**src/rtl/game_packet_tx_pkg.sv**
```systemverilog
// Types shared by the link transmitter and the opponent-side deframer.
// The pending update is stored flat as {scored, data}.
package game_packet_tx_pkg;

    localparam int DATA_W        = 89;
    localparam int FRAME_BYTES   = 14;
    localparam int PAYLOAD_BYTES = FRAME_BYTES - 2;

    typedef logic [DATA_W-1:0] data_t;

endpackage

```
**src/rtl/game_packet_tx_if.sv**
```systemverilog
// Byte-wide valid/ready link between the packet framer and the UART transmitter.
interface game_packet_tx_if;

    logic [7:0] byte_out;
    logic       byte_out_valid;
    logic       byte_out_ready;

    modport master (
        output byte_out,
        output byte_out_valid,
        input  byte_out_ready
    );

    modport slave (
        input  byte_out,
        input  byte_out_valid,
        output byte_out_ready
    );

endinterface

```
**src/rtl/game_packet_tx.sv**
```systemverilog
// Frames each game update as SYNC, 12 payload bytes (MSB first) and an XOR checksum,
// with a one-entry pending buffer that merges scored flags on overwrite.
module game_packet_tx
    import game_packet_tx_pkg::*;
#(
    parameter logic [7:0] SYNC_BYTE = 8'hA5,
    parameter int         PAD_BITS  = 6
) (
    input  logic             clk_pixel_in,
    input  logic             rst_in,
    input  logic             data_in_valid,
    input  data_t            player_data_in,
    input  logic             player_scored_in,
    game_packet_tx_if.master link,
    output logic             busy_out,
    output logic             overrun_out,
    output logic [15:0]      frames_sent_out
);

    localparam int WORD_W = DATA_W + 1 + PAD_BITS;

    localparam logic [1:0] ST_IDLE     = 2'd0;
    localparam logic [1:0] ST_HEADER   = 2'd1;
    localparam logic [1:0] ST_PAYLOAD  = 2'd2;
    localparam logic [1:0] ST_CHECKSUM = 2'd3;

    localparam logic [3:0] LAST_IDX = 4'(PAYLOAD_BYTES - 1);

    logic [1:0]        state_reg;
    logic [DATA_W:0]   pend_reg;
    logic              pend_v_reg;
    logic [WORD_W-1:0] shift_reg;
    logic [7:0]        csum_reg;
    logic [7:0]        byte_reg;
    logic [3:0]        idx_reg;
    logic              overrun_reg;
    logic [15:0]       frames_sent_reg;

    logic byte_valid;
    logic load;
    logic overwrite;

    assign byte_valid = (state_reg != ST_IDLE);
    assign load       = (state_reg == ST_IDLE) && pend_v_reg;
    // An update landing in the same cycle the old entry is loaded is not an overrun.
    assign overwrite  = data_in_valid && pend_v_reg && !load;

    always_ff @(posedge clk_pixel_in or negedge rst_in) begin
        if (!rst_in) begin
            pend_reg    <= '0;
            pend_v_reg  <= 1'b0;
            overrun_reg <= 1'b0;
        end else begin
            overrun_reg <= overwrite;
            if (data_in_valid) begin
                pend_reg   <= {player_scored_in | (overwrite & pend_reg[DATA_W]), player_data_in};
                pend_v_reg <= 1'b1;
            end else if (load) begin
                pend_v_reg <= 1'b0;
            end
        end
    end

    always_ff @(posedge clk_pixel_in or negedge rst_in) begin
        if (!rst_in) begin
            state_reg       <= ST_IDLE;
            shift_reg       <= '0;
            csum_reg        <= '0;
            byte_reg        <= '0;
            idx_reg         <= '0;
            frames_sent_reg <= '0;
        end else begin
            case (state_reg)
                ST_IDLE: begin
                    if (load) begin
                        shift_reg <= {pend_reg, {PAD_BITS{1'b0}}};
                        csum_reg  <= '0;
                        idx_reg   <= '0;
                        byte_reg  <= SYNC_BYTE;
                        state_reg <= ST_HEADER;
                    end
                end
                ST_HEADER: begin
                    if (link.byte_out_ready) begin
                        byte_reg  <= shift_reg[WORD_W-1 -: 8];
                        state_reg <= ST_PAYLOAD;
                    end
                end
                ST_PAYLOAD: begin
                    // byte_reg always mirrors the top of shift_reg while in this state.
                    if (link.byte_out_ready) begin
                        shift_reg <= shift_reg << 8;
                        csum_reg  <= csum_reg ^ byte_reg;
                        idx_reg   <= idx_reg + 4'd1;
                        if (idx_reg == LAST_IDX) begin
                            byte_reg  <= csum_reg ^ byte_reg;
                            state_reg <= ST_CHECKSUM;
                        end else begin
                            byte_reg <= shift_reg[WORD_W-9 -: 8];
                        end
                    end
                end
                ST_CHECKSUM: begin
                    if (link.byte_out_ready) begin
                        frames_sent_reg <= frames_sent_reg + 16'd1;
                        byte_reg        <= '0;
                        state_reg       <= ST_IDLE;
                    end
                end
                default: state_reg <= ST_IDLE;
            endcase
        end
    end

    assign link.byte_out       = byte_reg;
    assign link.byte_out_valid = byte_valid;
    assign busy_out            = byte_valid | pend_v_reg;
    assign overrun_out         = overrun_reg;
    assign frames_sent_out     = frames_sent_reg;

endmodule
```
**src/flat_wrapper.sv**
```systemverilog
// flat-port wrapper written by rule: the top's interface ports become plain ports
module game_packet_tx_flat import game_packet_tx_pkg::*;
#(
    parameter logic [7:0] SYNC_BYTE = 8'hA5,
    parameter int         PAD_BITS  = 6
)
  (clk_pixel_in, rst_in, data_in_valid, player_data_in, player_scored_in, busy_out, overrun_out, frames_sent_out, link_byte_out, link_byte_out_valid, link_byte_out_ready);
  game_packet_tx_if link_i ();
  input  logic clk_pixel_in;
  input  logic rst_in;
  input  logic data_in_valid;
  input  data_t player_data_in;
  input  logic player_scored_in;
  output logic busy_out;
  output logic overrun_out;
  output logic [15:0] frames_sent_out;
  output wire logic [$bits(link_i.byte_out)-1:0] link_byte_out;
  output wire logic [$bits(link_i.byte_out_valid)-1:0] link_byte_out_valid;
  input wire logic [$bits(link_i.byte_out_ready)-1:0] link_byte_out_ready;
  assign link_byte_out = link_i.byte_out;
  assign link_byte_out_valid = link_i.byte_out_valid;
  assign link_i.byte_out_ready = link_byte_out_ready;
  game_packet_tx #(.SYNC_BYTE(SYNC_BYTE), .PAD_BITS(PAD_BITS)) u_core (.clk_pixel_in(clk_pixel_in), .rst_in(rst_in), .data_in_valid(data_in_valid), .player_data_in(player_data_in), .player_scored_in(player_scored_in), .link(link_i), .busy_out(busy_out), .overrun_out(overrun_out), .frames_sent_out(frames_sent_out));
endmodule
```
**config.mk**
```make
export PLATFORM = sky130hd
export DESIGN_NAME = game_packet_tx_flat
export DESIGN_NICKNAME = d
export VERILOG_FILES = /design/src/rtl/game_packet_tx_pkg.sv /design/src/rtl/game_packet_tx_if.sv /design/src/rtl/game_packet_tx.sv /design/src/flat_wrapper.sv
export SDC_FILE = /design/constraint.sdc
export NUM_CORES = 1
export LEC_CHECK = 0
export BUFFER_PORTS_ARGS = -buffer_cell sky130_fd_sc_hd__buf_2
export CORE_MARGIN = 3
export CORE_UTILIZATION = 62
export DETAILED_ROUTE_END_ITERATION = 10
export MAX_ROUTING_LAYER = met4
export PLACE_DENSITY = 0.89
export RECOVER_POWER = 25
export SLEW_MARGIN = 25
export SYNTH_ARGS = -nofsm -noshare
export SYNTH_HDL_FRONTEND = slang
export SYNTH_SLANG_ARGS = --single-unit
```
**constraint.sdc**
```tcl
create_clock -name clk_pixel_in -period 4.5 [get_ports clk_pixel_in]
set_input_delay 0 -clock clk_pixel_in [delete_from_list [all_inputs] [get_ports clk_pixel_in]]
set_output_delay 0 -clock clk_pixel_in [all_outputs]
set_load 0.01 [all_outputs]
```
==> key figures <==
Run status
  – Status: finished with violations
  – Violated checks: max-capacitance violations, max-slew violations

Placement
  – Routability Congestion: 0.7796
  – DP Wirelength: 12,260 um
  – I/O Buffers: 120

Timing
  – Fin crit period: 3.361 ns
  – Clk_skew: 0.02453 ns
  – Hold WS: 0.08865 ns
  – Slew headroom: -52.40%
  – Tightest Pin Transition: 2.286 ns
  – Final setup fails: 0
  – Final Cycle Share: 74.69%
  – Setup TNS: 0 ns
  – Final hold vios: 0
  – Max Freq: 0.2975 GHz
  – RSZ-0062 raised after global routing: no
  – Count of pins over their slew limit: 43

Critical path
  – Critical Path AT: 3.75 ns
  – Critical Path Sink: u_core.shift_reg[19]
  – Worst Path Required: 4.89 ns
  – Critical Path Start Type: register
  – Stages on worst setup path: 7
  – FF-to-FF End: u_core.shift_reg[19]
  – Crit path buffers/inverters: 2
  – Top delay family on crit path: simple AND/OR/NAND/NOR gates
  – Critical path startpoint: u_core.state_reg[0]
  – Worst reg2reg startpoint: u_core.state_reg[0]
  – Worst Path Max Fanout: 97
  – CP max stage cell: or2_4
  – Worst setup EP type: register
  – CP cell instances: inv_1 > ha_4 > nor2b_1 > or2_4 > buf_12 > nand2_1 > o21ai_0
  – Flop-to-flop setup slack: 1.14 ns
  – CP peak stage delay: 0.81 ns
  – WS Path Type: reg2reg
  – R2R cell count: 7

Yosys
  – Register area share after synthesis: 57.92%
  – Synth top area share: 57.92%
  – Post-Syn Area per Cell: 12.30 um^2
  – Post-Syn Nets: 874
  – Top cells by area, synth: dfrtp_1 (58%), mux2_2 (12%), mux2i_1 (8.7%)
  – Synth area leader: dfrtp_1
  – Synth Instances: 773
  – Yosys cell types: 34
  – Synth warn: 0
  – Synthesized cell area: 0.009505 mm^2
  – FF+latch count, synth: 220
  – Main synth FF type: dfrtp_1
  – Ys async rst share: 100.0%
  – EDFF count, synth: 0

Power and ir drop
  – Max IR drop VDD: 0.4502 mV
  – Cell Pwr Density: 620.0 mW/mm^2
  – Leakage: 0.005403 uW

Hold path
  – Hold Crit Class: in2reg
  – Hold Crit Start: data_in_valid

Floorplanning
  – Die H: 129.8 um
  – Io pins: 121
  – Die Wd: 129.8 um
  – Core outline area: 0.01475 mm^2
  – Die area: 0.01685 mm^2
  – Row cnt: 44
  – Initial Utilization: 64.43%

Cells and area
  – Most common cell after layout, fill and taps aside: dfrtp_1
  – Ant diodes: 0
  – Most frequent cells in the layout: dfrtp_1 (220), buf_2 (118), nand2_1 (100)
  – Fin nets: 1,068
  – Layout overhead on the synthesized area: 23.86%
  – Layout cell share with drive strength beyond 1: 26.51%
  – FILL cells: 825

Clock tree
  – CTS clk-pin slew, worst paths: 0.06 ns
  – Total clock sinks: 220
  – CTS tree: done
  – Clk_lat worst skew: 0.51 ns
  – CTS Buffer Depth: 3
  – CTS root buf: clkbuf_16
  – H-tree depth: 1
  – CTS Hold Buffers Added: 92
  – PostCTS Resize Cnt: 0
  – Buffer count from post-CTS setup fixing: 0
  – Num CTS Buffers: 23

Flow run
  – Max-Cap Viols: 1

Drt
  – DR DRC count: 0
  – Final wirelength: 22,800 um
  – Routed Antenna Nets: 0
  – Drt initial violations: 486
  – DR pass1 iterations: 5
  – Via density: 5.756
  – Vias post-DR: 6,683
  – DR WL/cell: 19.64 um

Global route
  – First-pass GRT wire length: 36,200 um
  – Vias in the first global route: 7,090
  – Largest net degree at the start of global routing: 140
  – Initial antenna violation count: 0
  – Overall Global Routing Usage: 28.39%
  – GR Overflow Total: 0
## final cells by class
cell class                 count  area, um^2  area share (%)
clock buffer                  30       651.9           5.537
clock inverter                 5       52.55          0.4463
inverter                       5       18.77          0.1594
multi-input combinational    499        3715           31.55
sequential                   220        5505           46.76
tap                          184       230.2           1.955
timing repair buffer         218        1600           13.59
## tightest hold or removal path, stage by stage
cell and delay (ns):
buf_4 0.30, nand2_1 0.14, a22o_1 0.11
## kinds of logic after synthesis
family / after synthesis / synth area share [%]
compound gates: 130 / 8.003
xor+xnor: 25 / 2.304
fa+ha+maj: 7 / 0.9214
buf+inv: 54 / 3.159
flops: 220 / 57.92
mux: 182 / 20.47
simple gates: 155 / 7.227
## routing by layer
metal / vias up / share of wire, % / GRT usage, % / wire, um
li1: 3096 / - / - / -
met1: 3307 / 39 / 33.41 / 8833
met2: 224 / 54 / 50.62 / 12220
met3: 56 / 4.6 / 4.503 / 1048
met4: 0 / 3.1 / 8.252 / 704
met5: - / 0 / - / 0
## worst min path at each step
stage                                            end  slack, ns  depth (start not counted)
after CTS                        u_core.pend_reg[89]        0.1                          3
after global routing               u_core.pend_v_reg       0.13                          2
after global placement    u_core.frames_sent_out[10]       0.20                          1
after floorplan                   u_core.csum_reg[0]      -0.30                          0
final                            u_core.pend_reg[89]       0.09                          3
after detailed placement  u_core.frames_sent_out[12]       0.19                          1
## cells in the mapped netlist (all sizes together) (2+ instances only)
master and n:
dfrtp 220, o21ai 97, nor3b 2, nand2b 12
nand2 100, nand4 3, o31ai 4, buf 29
clkbuf 20, mux2i 83, a21oi 3, a22o 15
nor3 6, xnor2 12, and3b 2, and3 4
nand3 12, mux2 99, a22oi 4, nor2b 2
nor2 9, inv 5, xor2 13, ha 7
a221oi 4, and4 2
## power by group
group          switching, uW  leakage, uW  internal (uW)
Clock                    750     0.000348           1060
Sequential               431      0.00271           2570
Combinational           1430      0.00235           1050
## stage by stage
step / area (um^2) / total power, uW / util (%) / worst slack, ns / instances
5_1_grt: 11770 / 7750 / 79.80 / 0.8472 / 1161
3_5_place_dp: 10130 / 5352 / 68.67 / 1.267 / 1033
4_1_cts: 11760 / 7221 / 79.69 / 1.248 / 1160
3_3_place_gp: 10130 / 5207 / 68.67 / 1.375 / 1033
2_1_floorplan: 9505 / 4873 / - / 2.661 / 773
6_report: 11770 / 7300 / 79.80 / 1.139 / 1161
Note: power is estimated with default switching activity, not from simulation.
